## config.mk

```make
export PLATFORM = sky130hd
export DESIGN_NAME = sdm_dec
export DESIGN_NICKNAME = d
export VERILOG_FILES = /design/src/rtl/sdm_pkg.sv /design/src/rtl/sdm_dec_comb.sv /design/src/rtl/sdm_dec.sv
export SDC_FILE = /design/constraint.sdc
export NUM_CORES = 1
export LEC_CHECK = 0
export ABC_AREA = 1
export BUFFER_PORTS_ARGS = -buffer_cell sky130_fd_sc_hd__buf_2
export CAP_MARGIN = 20
export CORE_AREA = 2 2 186 188
export DETAILED_ROUTE_END_ITERATION = 10
export DIE_AREA = 0 0 188 190
export HOLD_SLACK_MARGIN = 0.15
export PLACE_DENSITY = 0.58
export SYNTH_ARGS = -nofsm -noshare
export SYNTH_HDL_FRONTEND = slang
export SYNTH_HIERARCHICAL = 1
export SYNTH_SLANG_ARGS = --single-unit
export TNS_END_PERCENT = 5
```

## constraint.sdc

```tcl
create_clock -name clk -period 9.3 [get_ports clk]
set_input_delay 0.93 -clock clk [delete_from_list [all_inputs] [get_ports clk]]
set_output_delay 0.93 -clock clk [all_outputs]
set_load 0.02 [all_outputs]
```

## src/rtl/sdm_pkg.sv

```systemverilog
// Shared constants for the sigma-delta modulator/decimator pair.
// Internal CIC width grows by CIC_N bits per octave of decimation.
package sdm_pkg;

  localparam int SDM_W = 4;
  localparam int CIC_N = 3;

  function automatic int cic_width(input int log2r);
    return SDM_W + CIC_N * log2r;
  endfunction

endpackage

```

## src/rtl/sdm_dec_comb.sv

```systemverilog
// Three-stage CIC comb with delay registers and saturating output scaler.
// Loaded on the decimation tick; dout/dout_vld are registered one cycle after it.
module sdm_dec_comb
  import sdm_pkg::*;
#(
  parameter int W     = 10,
  parameter int LOG2R = 6
) (
  input  logic                                 clk,
  input  logic                                 rstn,
  input  logic                                 clr_i,
  input  logic                                 tick_i,
  input  logic                                 load_i,
  input  logic signed [cic_width(LOG2R)-1:0]   c0_i,
  output logic [W-1:0]                         dout_o,
  output logic                                 dout_vld_o
);

  localparam int B = cic_width(LOG2R);
  localparam int S = CIC_N * LOG2R - W;
  localparam logic signed [B-1:0] YMAX = B'((1 << W) - 1);

  logic signed [B-1:0] d1_q, d2_q, d3_q;
  logic signed [B-1:0] c1, c2, c3, y;
  logic [W-1:0]        dout_q, dout_d;
  logic                vld_q;

  // Differences wrap modulo 2^B; the true result always fits in B bits.
  assign c1 = c0_i - d1_q;
  assign c2 = c1 - d2_q;
  assign c3 = c2 - d3_q;
  assign y  = c3 >>> S;

  always_comb begin
    dout_d = y[W-1:0];
    if (y[B-1]) begin
      dout_d = '0;
    end else if (y > YMAX) begin
      dout_d = '1;
    end
  end

  always_ff @(posedge clk or negedge rstn) begin
    if (!rstn) begin
      d1_q   <= '0;
      d2_q   <= '0;
      d3_q   <= '0;
      dout_q <= '0;
      vld_q  <= 1'b0;
    end else if (clr_i) begin
      d1_q   <= '0;
      d2_q   <= '0;
      d3_q   <= '0;
      dout_q <= '0;
      vld_q  <= 1'b0;
    end else begin
      vld_q <= 1'b0;
      if (tick_i) begin
        d1_q <= c0_i;
        d2_q <= c1;
        d3_q <= c2;
        if (load_i) begin
          dout_q <= dout_d;
          vld_q  <= 1'b1;
        end
      end
    end
  end

  assign dout_o     = dout_q;
  assign dout_vld_o = vld_q;

endmodule

```

## src/rtl/sdm_dec.sv

```systemverilog
// Third-order CIC decimator reconstructing W-bit samples from the 4-bit MASH stream.
// One output every 2^LOG2R enabled cycles after a three-tick warm-up; en=0 freezes all state.
module sdm_dec
  import sdm_pkg::*;
#(
  parameter int W     = 10,
  parameter int LOG2R = 6
) (
  input  logic             clk,
  input  logic             rstn,
  input  logic             en,
  input  logic             clr,
  input  logic [SDM_W-1:0] sdm_in,
  output logic [W-1:0]     dout,
  output logic             dout_vld
);

  localparam int B = cic_width(LOG2R);

  logic signed [B-1:0] i1_q, i2_q, i3_q;
  logic signed [B-1:0] i1_d, i2_d, i3_d;
  logic signed [B-1:0] x_ext;
  logic [LOG2R-1:0]    cnt_q;
  logic [1:0]          wcnt_q;
  logic                tick, warm;

  assign x_ext = {{(B - SDM_W){sdm_in[SDM_W-1]}}, sdm_in};

  // Pipelined integrators: each stage sums the previous cycle's value of the one before.
  assign i1_d = i1_q + x_ext;
  assign i2_d = i2_q + i1_q;
  assign i3_d = i3_q + i2_q;

  assign tick = en && !clr && (cnt_q == '1);
  assign warm = (wcnt_q == 2'd3);

  always_ff @(posedge clk or negedge rstn) begin
    if (!rstn) begin
      i1_q   <= '0;
      i2_q   <= '0;
      i3_q   <= '0;
      cnt_q  <= '0;
      wcnt_q <= '0;
    end else if (clr) begin
      i1_q   <= '0;
      i2_q   <= '0;
      i3_q   <= '0;
      cnt_q  <= '0;
      wcnt_q <= '0;
    end else if (en) begin
      i1_q  <= i1_d;
      i2_q  <= i2_d;
      i3_q  <= i3_d;
      cnt_q <= cnt_q + LOG2R'(1);
      if (tick && !warm) begin
        wcnt_q <= wcnt_q + 2'd1;
      end
    end
  end

  sdm_dec_comb #(
    .W    (W),
    .LOG2R(LOG2R)
  ) u_comb (
    .clk       (clk),
    .rstn      (rstn),
    .clr_i     (clr),
    .tick_i    (tick),
    .load_i    (warm),
    .c0_i      (i3_q),
    .dout_o    (dout),
    .dout_vld_o(dout_vld)
  );

endmodule

```

==> summary.txt, run 1 <==
Global routing
  – Largest net degree at the start of global routing: 77
  – Global route overflow: 0
  – Vias in the first global route: 12.6k
  – Antenna violations before repair: 0
  – Gr usage total: 21.6%
  – First-pass GRT wire length: a little over 60000 um

Logic synthesis
  – Multiplexer area fraction after synthesis: 0%
  – Synthesized area: 13300 um^2
  – Post-synth EDFFs: 0
  – Yosys warnings: 6
  – Compound-Gate Fraction of Synth Area: between 10% and 20%
  – Count of mapped cells out of synthesis: approximately 2.0k
  – Area share of fa/ha/maj cells after synthesis: around an eighth
  – Synthesis-stage register bit count: 151
  – Post-synth cell types: between 40 and 50
  – Largest family of logic cells by synthesized area: simple AND/OR/NAND/NOR gates
  – Synth Area in Simple Gates: around a third
  – Primary FF master, synth: dfrtp_1
  – Asr flop ratio synth: 100%
  – Mean post-synth cell area: around 6.6 um^2
  – Sequential fraction of the synthesis area: between 20 and 30%
  – Post-Syn Nets: 2162
  – Synth Area in XOR/XNOR: 3.43%

Clock network
  – PostCTS Resize Cnt: 0
  – Num CTS Buffers: 17
  – TritonCTS clock tree: done
  – Clk pin slew, worst setup/hold paths: around 0.08 ns
  – H-tree depth: 4
  – Worst-Skew Late Latency: ~0.44 ns
  – Clock tree root driver cell: clkbuf_16
  – Buffer levels on the longest clock path: 2
  – Cts hold-fix bufs: 0
  – Post-CTS Setup Inserts: 0
  – Clk sinks: about 150

Critical path
  – Slowest CP cell: dfrtp_1
  – Worst Path Max Fanout: 10
  – Most frequent cell on the critical path: nand2_1
  – CP top delay family: simple AND/OR/NAND/NOR gates
  – Worst path max stage delay: between 0.4 and 0.5 ns
  – CP startpoint kind: register
  – Critical path endpoint category: register
  – Buf/Inv on CP: 0
  – Critical path type: register to register
  – Critical Path RT: slightly below 10 ns
  – Reg2reg setup slack: just under 4 ns
  – Critical path arrival: between 5 and 6 ns

Outcome
  – Status: completed

STA
  – Hold Fails Final Rpt: 0
  – Slew headroom: between 30% and 40%
  – Fmax: 187 MHz
  – Least-Margin Pin Slew: around 0.9 ns
  – Clock Skews: 0.0113 ns
  – Final setup violation count: 0
  – Hold Worst Slack: between 0.4 and 0.5 ns
  – Unrepaired setup endpoints after global routing: false
  – Tmin final: roughly 5.3 ns
  – Final slew viol count: 0
  – Final setup TNS: 0 ns
  – Tcrit/Tclk final: a little under three fifths

Floorplan
  – Num rows: about 70
  – Die Span X: approximately 190 um
  – Core area: 33900 um^2
  – Total Die Area: around 36000 um^2
  – I/O pin cnt: 19
  – Chip Height: 190 um
  – Initial Utilization: 39.1%

Routing
  – First DRT Iteration DRCs: around 540
  – Pre-antenna DRT Iters: 5
  – Vias: roughly 13k
  – Total routed wirelength: ~37000 um
  – Drt wl/cell: between 10 and 15 um
  – Remaining DRCs: 0
  – Via-to-Cell Ratio: roughly 5
  – Antenna viol nets, final: 0

Power
  – Power Density: between 200 and 300 nW/um^2
  – Worst IR Drop VDD: between 0.0002 and 0.00025 V
  – Leakage: ~8 nW

Worst hold path
  – Hold Crit Class: register to register

Placement
  – Detailed Place HPWL: ~28000 um
  – Final RePlAce weighted congestion: between 0.8 and 0.9
  – IO Port Bufs: 18

Cells and area
  – # diodes: 0
  – Layout area overhead: 9.34%
  – Final #Nets: between 2k and 2.5k
  – Share of layout cells above drive strength 1: between 4 and 5%

Job
  – Max-Cap Viols: 0
## worst paths after layout
check / from / endpoint / cells after the start
min in group asynchronous: rstn / u_comb/dout_o[3]$_DFFE_PN0P_ / 1
max in group asynchronous: rstn / u_comb/d1_q[9]$_DFFE_PN0P_ / 3
setup / recovery: i3_q[3]$_DFFE_PN0P_ / u_comb/dout_o[7]$_DFFE_PN0P_ / 26
hold reg to reg: wcnt_q[0]$_DFFE_PN0P_ / wcnt_q[0]$_DFFE_PN0P_ / 1
hold / removal: wcnt_q[0]$_DFFE_PN0P_ / wcnt_q[0]$_DFFE_PN0P_ / 1
setup reg to reg: i3_q[3]$_DFFE_PN0P_ / u_comb/dout_o[7]$_DFFE_PN0P_ / 26
## metrics by stage
stage	std cells	instance area, um^2	util (%)	setup WS (ns)	power, W
2_1_floorplan	2022	13300	-	4.74	0.00265
3_3_place_gp	2475	13900	40.9	4.14	0.00329
3_5_place_dp	2475	13900	40.9	3.99	0.00327
4_1_cts	2507	14500	42.6	3.95	0.00402
5_1_grt	2508	14500	42.7	3.43	0.00436
6_report	2508	14500	42.7	3.96	0.00400
## power by group
group	internal (W)	switching, W	total [W]
sequential	0.000684	0.0000424	0.000727
clock	0.000387	0.000346	0.000732
combinational	0.000899	0.00164	0.00254
## sequential cells by signal, indices dropped and copies added, names as in the netlist, 2 cells and up
name / flops
u_comb/d2_q: 22
wcnt_q: 2
i2_q: 22
u_comb/dout_o: 10
i1_q: 22
u_comb/d1_q: 22
cnt_q: 6
u_comb/d3_q: 22
i3_q: 22
## Yosys cell counts (all sizes together), types with 3 or more instances
master    n  area share, %
nor4      4           0.19
xnor2    22            1.5
a21oi   109            4.3
dfrtp   151             28
a21boi    3           0.17
a22o      5           0.33
clkbuf   12           0.34
inv     327            9.3
ha      127             12
nand2   722             21
xor2     30            2.0
o31ai     3           0.17
and2      3           0.14
nand3b   19            1.1
a31oi    12           0.61
nand4    16           0.75
o22ai    14           0.66
o211ai   12           0.68
o21ai   118            4.6
o21bai   10           0.59
nor2    141            4.3
fa        5           0.75
buf      14           0.56
nor3     17           0.64
nand3   108            4.3
a21o      8           0.45
## worst reg2reg max path: stages (launching register included)
cell	delay [ns]
dfrtp_1	0.42
ha_1	0.37
a21oi_1	0.20
o21ai_1	0.12
nand2_1	0.08
o211ai_1	0.10
a31oi_1	0.27
o21ai_1	0.16
nand2_1	0.09
nand2_1	0.06
or2_1	0.22
and2_1	0.14
ha_1	0.34
nand2_1	0.10
nor4_1	0.38
nand4_1	0.14
nand3_1	0.15
xor2_1	0.25
ha_1	0.32
a21oi_1	0.22
o21ai_0	0.15
a21oi_1	0.16
nand3_1	0.13
xor2_1	0.17
nand3_2	0.20
o211ai_1	0.24
nand2_1	0.08
## cell usage in the layout, fill, tap and decap left out, types with 5 or more instances in the layout
cell,instances
nand3_1,101
nand3_2,7
o21bai_1,9
nand4_1,16
dfrtp_1,151
a31oi_1,11
inv_8,5
fa_1,5
buf_4,6
a21oi_2,6
o22ai_1,14
o211ai_1,12
clkbuf_16,17
inv_1,325
nand3b_1,18
buf_2,17
xor2_1,30
a21oi_1,103
nor2_1,129
a22o_1,5
nor2_2,7
o21ai_2,5
nand2_2,6
ha_1,127
nand2_1,715
nor2_4,5
a21o_1,8
o21ai_0,107
o21ai_1,6
nor3_1,17
xnor2_1,22
## routing by layer
metal	wire length (um)	vias to the layer above	GRT usage [%]
met2	18600	158	40.2
li1	-	6505	-
met3	763	52	2.66
met5	0	-	0
met4	1070	0	7.54
met1	16500	5825	25.5
## cell type report
| type | count | area [um^2] |
|---|---|---|
| tap | 455 | 569 |
| clock inverter | 15 | 179 |
| sequential | 151 | 3780 |
| clock buffer | 17 | 425 |
| fill | 3631 | 19400 |
| timing repair buffer | 25 | 169 |
| multi-input combinational | 1517 | 8150 |
| inverter | 328 | 1230 |
## logic make-up after synthesis
family,count (synthesis)
buf+inv,354
simple gates,1032
flops,151
compound gates,301
fa+ha+maj,132
xor+xnor,52
(Power assumes the default switching activity.)
==> run 2: changes to the inputs <==
- PLACE_DENSITY: 0.58 -> 0.6
- clock period: 9.3 -> 4.9 ns (I/O delays scaled with it)
==> summary.txt, run 2 (synthesis gave the netlist of run 1 again) <==
Outcome
  – Status: completed (unchanged)

Critical path
  – Critical Path RT: 5.23 ns (was 9.63 ns)
  – Critical path arrival: 5.09 ns (was 5.66 ns)
  – Critical path endpoint category: register (unchanged)
  – Most frequent cell on the critical path: nand2_1 (unchanged)
  – Levels on crit path: 26 (unchanged)
  – R2R cell count: 26 (unchanged)
  – Worst path max stage delay: 0.37 ns (was 0.42 ns)
  – CP startpoint kind: register (unchanged)
  – Buf/Inv on CP: 5 (was 0)
  – Worst Path Max Fanout: 5 (was 10)
  – Critical path type: register to register (unchanged)
  – Slowest CP cell: dfrtp_1 (unchanged)
  – CP top delay family: compound AO/OA/AOI/OAI gates (was simple AND/OR/NAND/NOR gates)

STA
  – Slew headroom: 36.2% (was 39.8%)
  – Final setup violation count: 0 (unchanged)
  – Tmin final: 4.76 ns (was 5.34 ns)
  – Hold Fails Final Rpt: 0 (unchanged)
  – Tcrit/Tclk final: 97.2% (was 57.4%)
  – Hold Worst Slack: 0.392 ns (was 0.473 ns)
  – Fmax: 210 MHz (was 187 MHz)
  – Final slew viol count: 0 (unchanged)
  – Unrepaired setup endpoints after global routing: true (was false)
  – Clock Skews: 0.0144 ns (was 0.0113 ns)
  – Worst setup margin: 0.140 ns (was 3.96 ns)
  – Least-Margin Pin Slew: 0.956 ns (was 0.903 ns)

Placement
  – Final RePlAce weighted congestion: 0.928 (was 0.896)
  – Detailed Place HPWL: 28600 um (was 28500 um)
  – Placed Instances: 2548 (was 2475)
  – IO Port Bufs: 18 (unchanged)
  – Pre-CTS setup slack: -0.241 ns (was 3.99 ns)

Cells and area
  – Multi-input logic area: 8890 um^2 (was 8150 um^2)
  – Layout area overhead: 20.0% (was 9.34%)
  – Reg area: 3780 um^2 (unchanged)
  – Fillers: 3473 (was 3631)
  – Share of layout cells above drive strength 1: 14.4% (was 4.87%)
  – Final #Nets: 2270 (was 2180)
  – Final Core Density: 46.9% (was 42.7%)
  – Commonest non-fill, non-tap cells in the layout: 692 x nand2_1, 316 x inv_1, 151 x dfrtp_1, 121 x nor2_1, 102 x ha_1 (was 715 x nand2_1, 325 x inv_1, 151 x dfrtp_1, 129 x nor2_1, 127 x ha_1)
  – Non-Filler Instances: 2598 (was 2508)
  – # diodes: 0 (unchanged)
  – Commonest non-fill, non-tap cell in the layout: nand2_1 (unchanged)

Global routing
  – First-pass GRT wire length: 61300 um (was 62000 um)
  – Vias in the first global route: 12.5k (was 12.6k)
  – Antenna violations before repair: 0 (unchanged)
  – Largest net degree at the start of global routing: 71 (was 77)
  – Gr usage total: 21.2% (was 21.6%)
  – Global route overflow: 0 (unchanged)

Floorplan
  – Initial Utilization: 39.1% (unchanged)
  – Die Span X: 188 um (unchanged)
  – Total Die Area: 35700 um^2 (unchanged)
  – Chip Height: 190 um (unchanged)
  – I/O pin cnt: 19 (unchanged)
  – Core area: 33900 um^2 (unchanged)
  – Num rows: 68 (unchanged)

Clock network
  – Num CTS Buffers: 17 (unchanged)
  – Clk sinks: 151 (unchanged)
  – Worst-Skew Late Latency: 0.45 ns (was 0.44 ns)
  – Clk pin slew, worst setup/hold paths: 0.07 ns (was 0.08 ns)
  – TritonCTS clock tree: done (unchanged)
  – H-tree depth: 4 (unchanged)
  – Buffer levels on the longest clock path: 2 (unchanged)
  – Clock tree root driver cell: clkbuf_16 (unchanged)

Worst hold path
  – Hold depth: 3 (was 1)
  – Hold Crit Class: input port to register (was register to register)

Power
  – Power Density: 598 nW/um^2 (was 276 nW/um^2)
  – Worst IR Drop VDD: 0.000571 V (was 0.000247 V)
  – Leakage: 8.54 nW (was 7.97 nW)

Routing
  – Total routed wirelength: 37900 um (was 36900 um)
  – Remaining DRCs: 0 (unchanged)
  – Drt wl/cell: 14.6 um (was 14.7 um)
  – Via-to-Cell Ratio: 4.97 (was 5.00)
  – Antenna viol nets, final: 0 (unchanged)
  – First DRT Iteration DRCs: 642 (was 543)
  – Pre-antenna DRT Iters: 6 (was 5)
  – Vias: 12.9k (was 12.5k)

Job
  – Max-Cap Viols: 0 (unchanged)
run 2: changes by cell type in the layout (fill, tap and decap cells not counted), sizes merged:
cell	delta
nand3	+1
dlygate4sd3	+1
buf	+88
bufinv	+1
inv	+1
clkinvlp	-1
clkbuf	+1
clkinv	-2
run 2: power by group:
group	leakage (nW)	switching, W	internal, W
registers	2.08	0.0000753	0.00130
logic	6.15	0.00386	0.00284
clock network	0.308	0.000649	0.000794
total	8.54	0.00459	0.00493
run 2: worst reg2reg max path, stage by stage, from the launching register on:
cell      delay [ns]
dfrtp_1         0.37
inv_2           0.08
ha_4            0.22
a21oi_4         0.16
o21ai_2         0.09
nand2_1         0.06
o211ai_1        0.15
a31oi_4         0.25
buf_6           0.13
xor2_2          0.15
inv_2           0.06
ha_4            0.27
buf_6           0.10
buf_4           0.13
nand2_1         0.14
nor2_1          0.21
a21oi_4         0.10
xnor2_2         0.17
ha_1            0.37
a21oi_2         0.25
o21ai_0         0.20
a21oi_1         0.21
nand3_1         0.13
xor2_2          0.21
nand3_2         0.17
o211ai_1        0.20
nand2_1         0.08
run 2: what timing repair did:
action                     4_1_cts  5_1_grt
hold endpoints to repair        68        0
setup endpoints to repair       10       10
resized for setup               26      129
buffers inserted                 2       14
pin swaps                        9       75
gates cloned                     1        0
hold buffers                     1        0
run 2: cell type report:
class | count | share of cell area, %
clock inverter | 14 | 1.13
tap | 455 | 3.58
inverter | 328 | 7.73
multi-input combinational | 1518 | 55.9
clock buffer | 18 | 2.76
sequential | 151 | 23.7
timing repair buffer | 114 | 5.22
run 2: through the flow:
stage	setup TNS (ns)	total power (W)	instance area, um^2
6_report	0	0.00952	15900
5_1_grt	-1.36	0.0103	15900
4_1_cts	0	0.00869	15200
3_5_place_dp	-2.36	0.00680	14400
3_3_place_gp	-0.327	0.00678	14400
2_1_floorplan	0	0.00502	13300
run 2: worst paths after layout:
| path | from | endpoint | slack (ns) |
|---|---|---|---|
| max | u_comb/d1_q[3]$_DFFE_PN0P_ | u_comb/dout_o[8]$_DFFE_PN0P_ | 0.14 |
| min | en | cnt_q[2]$_DFFE_PN0P_ | 0.39 |
| max reg2reg | u_comb/d1_q[3]$_DFFE_PN0P_ | u_comb/dout_o[8]$_DFFE_PN0P_ | 0.14 |
| min reg2reg | u_comb/dout_o[0]$_DFFE_PN0P_ | u_comb/dout_o[0]$_DFFE_PN0P_ | 0.47 |
| max in group asynchronous | rstn | i2_q[15]$_DFFE_PN0P_ | 3.23 |
| min in group asynchronous | rstn | u_comb/dout_o[9]$_DFFE_PN0P_ | 0.64 |
run 2: routing by layer:
layer / global-route usage (%) / vias to the layer above / part of all wire (%)
met1: 24.8 / 6023 / 43
met4: 6.57 / 0 / 2.8
met3: 2.90 / 57 / 2.5
li1: - / 6660 / -
met5: 0 / - / 0
met2: 39.9 / 184 / 52
==> run 3: changes to the inputs <==
- CORE_AREA: 2 2 186 188 -> 2 2 261 134
- DIE_AREA: 0 0 188 190 -> 0 0 263 136
==> summary.txt, run 3 (synthesis gave the netlist of run 1 again) <==
Worst hold path
  – Hold Crit Class: input port to register (unchanged)

Critical path
  – Worst Path Max Fanout: 5 (unchanged)
  – Critical path endpoint category: register (unchanged)
  – Critical path type: register to register (unchanged)
  – CP startpoint kind: register (unchanged)
  – Worst path max stage delay: 0.41 ns (was 0.37 ns)
  – Critical path arrival: 5.36 ns (was 5.09 ns)
  – Slowest CP cell: dfrtp_1 (unchanged)
  – Critical Path RT: 5.24 ns (was 5.23 ns)
  – Most frequent cell on the critical path: nand2_1 (unchanged)

Power
  – Leakage: 8.73 nW (was 8.54 nW)
  – Worst IR Drop VDD: 0.000908 V (was 0.000571 V)
  – Power Density: 677 nW/um^2 (was 598 nW/um^2)

Cells and area
  – Final #Nets: 2321 (was 2270)
  – Fillers: 3380 (was 3473)
  – Layout area overhead: 22.2% (was 20.0%)
  – Commonest non-fill, non-tap cell in the layout: nand2_1 (unchanged)
  – # diodes: 0 (unchanged)
  – Commonest non-fill, non-tap cells in the layout: 693 x nand2_1, 315 x inv_1, 151 x dfrtp_1, 141 x buf_4, 117 x nor2_1 (was 692 x nand2_1, 316 x inv_1, 151 x dfrtp_1, 121 x nor2_1, 102 x ha_1)
  – Share of layout cells above drive strength 1: 16.0% (was 14.4%)

Floorplan
  – Chip Height: 136 um (was 190 um)
  – I/O pin cnt: 19 (unchanged)
  – Initial Utilization: 39.3% (was 39.1%)
  – Num rows: 48 (was 68)
  – Core area: 33800 um^2 (was 33900 um^2)
  – Die Span X: 263 um (was 188 um)
  – Total Die Area: 35800 um^2 (was 35700 um^2)

STA
  – Hold Worst Slack: 0.383 ns (was 0.392 ns)
  – Least-Margin Pin Slew: 1.17 ns (was 0.956 ns)
  – Clock Skews: 0.0165 ns (was 0.0144 ns)
  – Fmax: 199 MHz (was 210 MHz)
  – Final slew viol count: 0 (unchanged)
  – Hold Fails Final Rpt: 0 (unchanged)
  – Final setup violation count: 10 (was 0)
  – Unrepaired setup endpoints after global routing: true (unchanged)
  – Slew headroom: 21.6% (was 36.2%)
  – Tmin final: 5.02 ns (was 4.76 ns)
  – Worst setup margin: -0.121 ns (was 0.140 ns)
  – Tcrit/Tclk final: 102% (was 97.2%)
  – Final setup TNS: -0.746 ns (was 0 ns)

Routing
  – Drt wl/cell: 16.2 um (was 14.6 um)
  – Total routed wirelength: 42700 um (was 37900 um)
  – Pre-antenna DRT Iters: 5 (was 6)
  – First DRT Iteration DRCs: 1590 (was 642)
  – Vias: 13.6k (was 12.9k)
  – Remaining DRCs: 0 (unchanged)
  – Antenna viol nets, final: 0 (unchanged)
  – Via-to-Cell Ratio: 5.16 (was 4.97)

Placement
  – Detailed Place HPWL: 32100 um (was 28600 um)
  – IO Port Bufs: 18 (unchanged)
  – Final RePlAce weighted congestion: 0.939 (was 0.928)

Outcome
  – Failing checks: negative setup slack
  – Status: finished, violations left (was completed)

Global routing
  – First-pass GRT wire length: 66300 um (was 61300 um)
  – Antenna violations before repair: 0 (unchanged)
  – Gr usage total: 23.9% (was 21.2%)
  – Vias in the first global route: 12.1k (was 12.5k)
  – Global route overflow: 0 (unchanged)
  – Largest net degree at the start of global routing: 80 (was 71)

Clock network
  – Clk pin slew, worst setup/hold paths: 0.07 ns (about the same)
  – Buffer levels on the longest clock path: 2 (unchanged)
  – Worst-Skew Late Latency: 0.46 ns (was 0.45 ns)
  – Num CTS Buffers: 17 (unchanged)
  – TritonCTS clock tree: done (unchanged)
  – H-tree depth: 4 (unchanged)
  – Clk sinks: 151 (unchanged)
  – Clock tree root driver cell: clkbuf_16 (unchanged)

Job
  – Max-Cap Viols: 0 (unchanged)
## run 3: path summary, 6_finish.rpt
kind,startpoint,endpoint,slack (ns),cells after the start
min in group asynchronous,rstn,u_comb/d3_q[20]$_DFFE_PN0P_,0.66,2
hold / removal,sdm_in[0],i1_q[0]$_DFFE_PN0P_,0.38,3
max in group asynchronous,rstn,i2_q[6]$_DFFE_PN0P_,3.09,3
setup / recovery,i3_q[3]$_DFFE_PN0P_,u_comb/dout_o[8]$_DFFE_PN0P_,-0.12,29
setup reg to reg,i3_q[3]$_DFFE_PN0P_,u_comb/dout_o[8]$_DFFE_PN0P_,-0.12,29
hold reg to reg,u_comb/dout_o[7]$_DFFE_PN0P_,u_comb/dout_o[7]$_DFFE_PN0P_,0.48,2
## run 3: timing repair
item	in CTS	in global routing
resized for setup	57	101
gates cloned	1	1
setup endpoints to repair	10	10
buffers inserted	19	17
endpoints found under the hold margin	72	0
pin swaps	35	81
hold buffers	1	0
## run 3: routing by layer
layer | vias up | track usage [%] | wire [um]
met3 | 19 | 6.47 | 4980
met5 | - | 0 | 74
met4 | 2 | 2.79 | 184
li1 | 6801 | - | -
met2 | 527 | 27.0 | 13800
met1 | 6294 | 41.8 | 23700
## run 3: final cells by class
cell class	count	area, um^2	area share, %
Sequential cell	151	3780	23.3
Multi-Input combinational cell	1519	8840	54.6
Clock buffer	18	439	2.71
Clock inverter	14	139	0.857
Timing Repair Buffer	164	1210	7.47
Inverter	328	1230	7.61
Tap cell	450	563	3.47
## run 3: worst max-delay path, delay by kind of cell, from the launching register on
kind	cells	cell delay (ns)
simple gates	16	2.00
compound gates	6	0.97
fa+ha+maj	3	0.82
xor+xnor	2	0.47
flops	1	0.41
buf+inv	2	0.21
## run 3: report_power, final
group	switching, W	internal (W)
Combinational	0.00473	0.00353
Sequential	0.0000559	0.00130
Clock	0.000632	0.000725
Total	0.00541	0.00556
## run 3: metrics by stage
step                cell area (um^2)  cells  setup WS, ns  utilization, %  power [W]
finish                         16200   2644        -0.121            48.0     0.0110
global route                   16200   2644        -0.327            48.0     0.0117
CTS                            15600   2626       0.00243            46.3    0.00923
detailed placement             14600   2573        -0.341            43.4    0.00713
global placement               14600   2572        -0.176            43.3    0.00714
floorplan                      13300   2022         0.336               -    0.00502
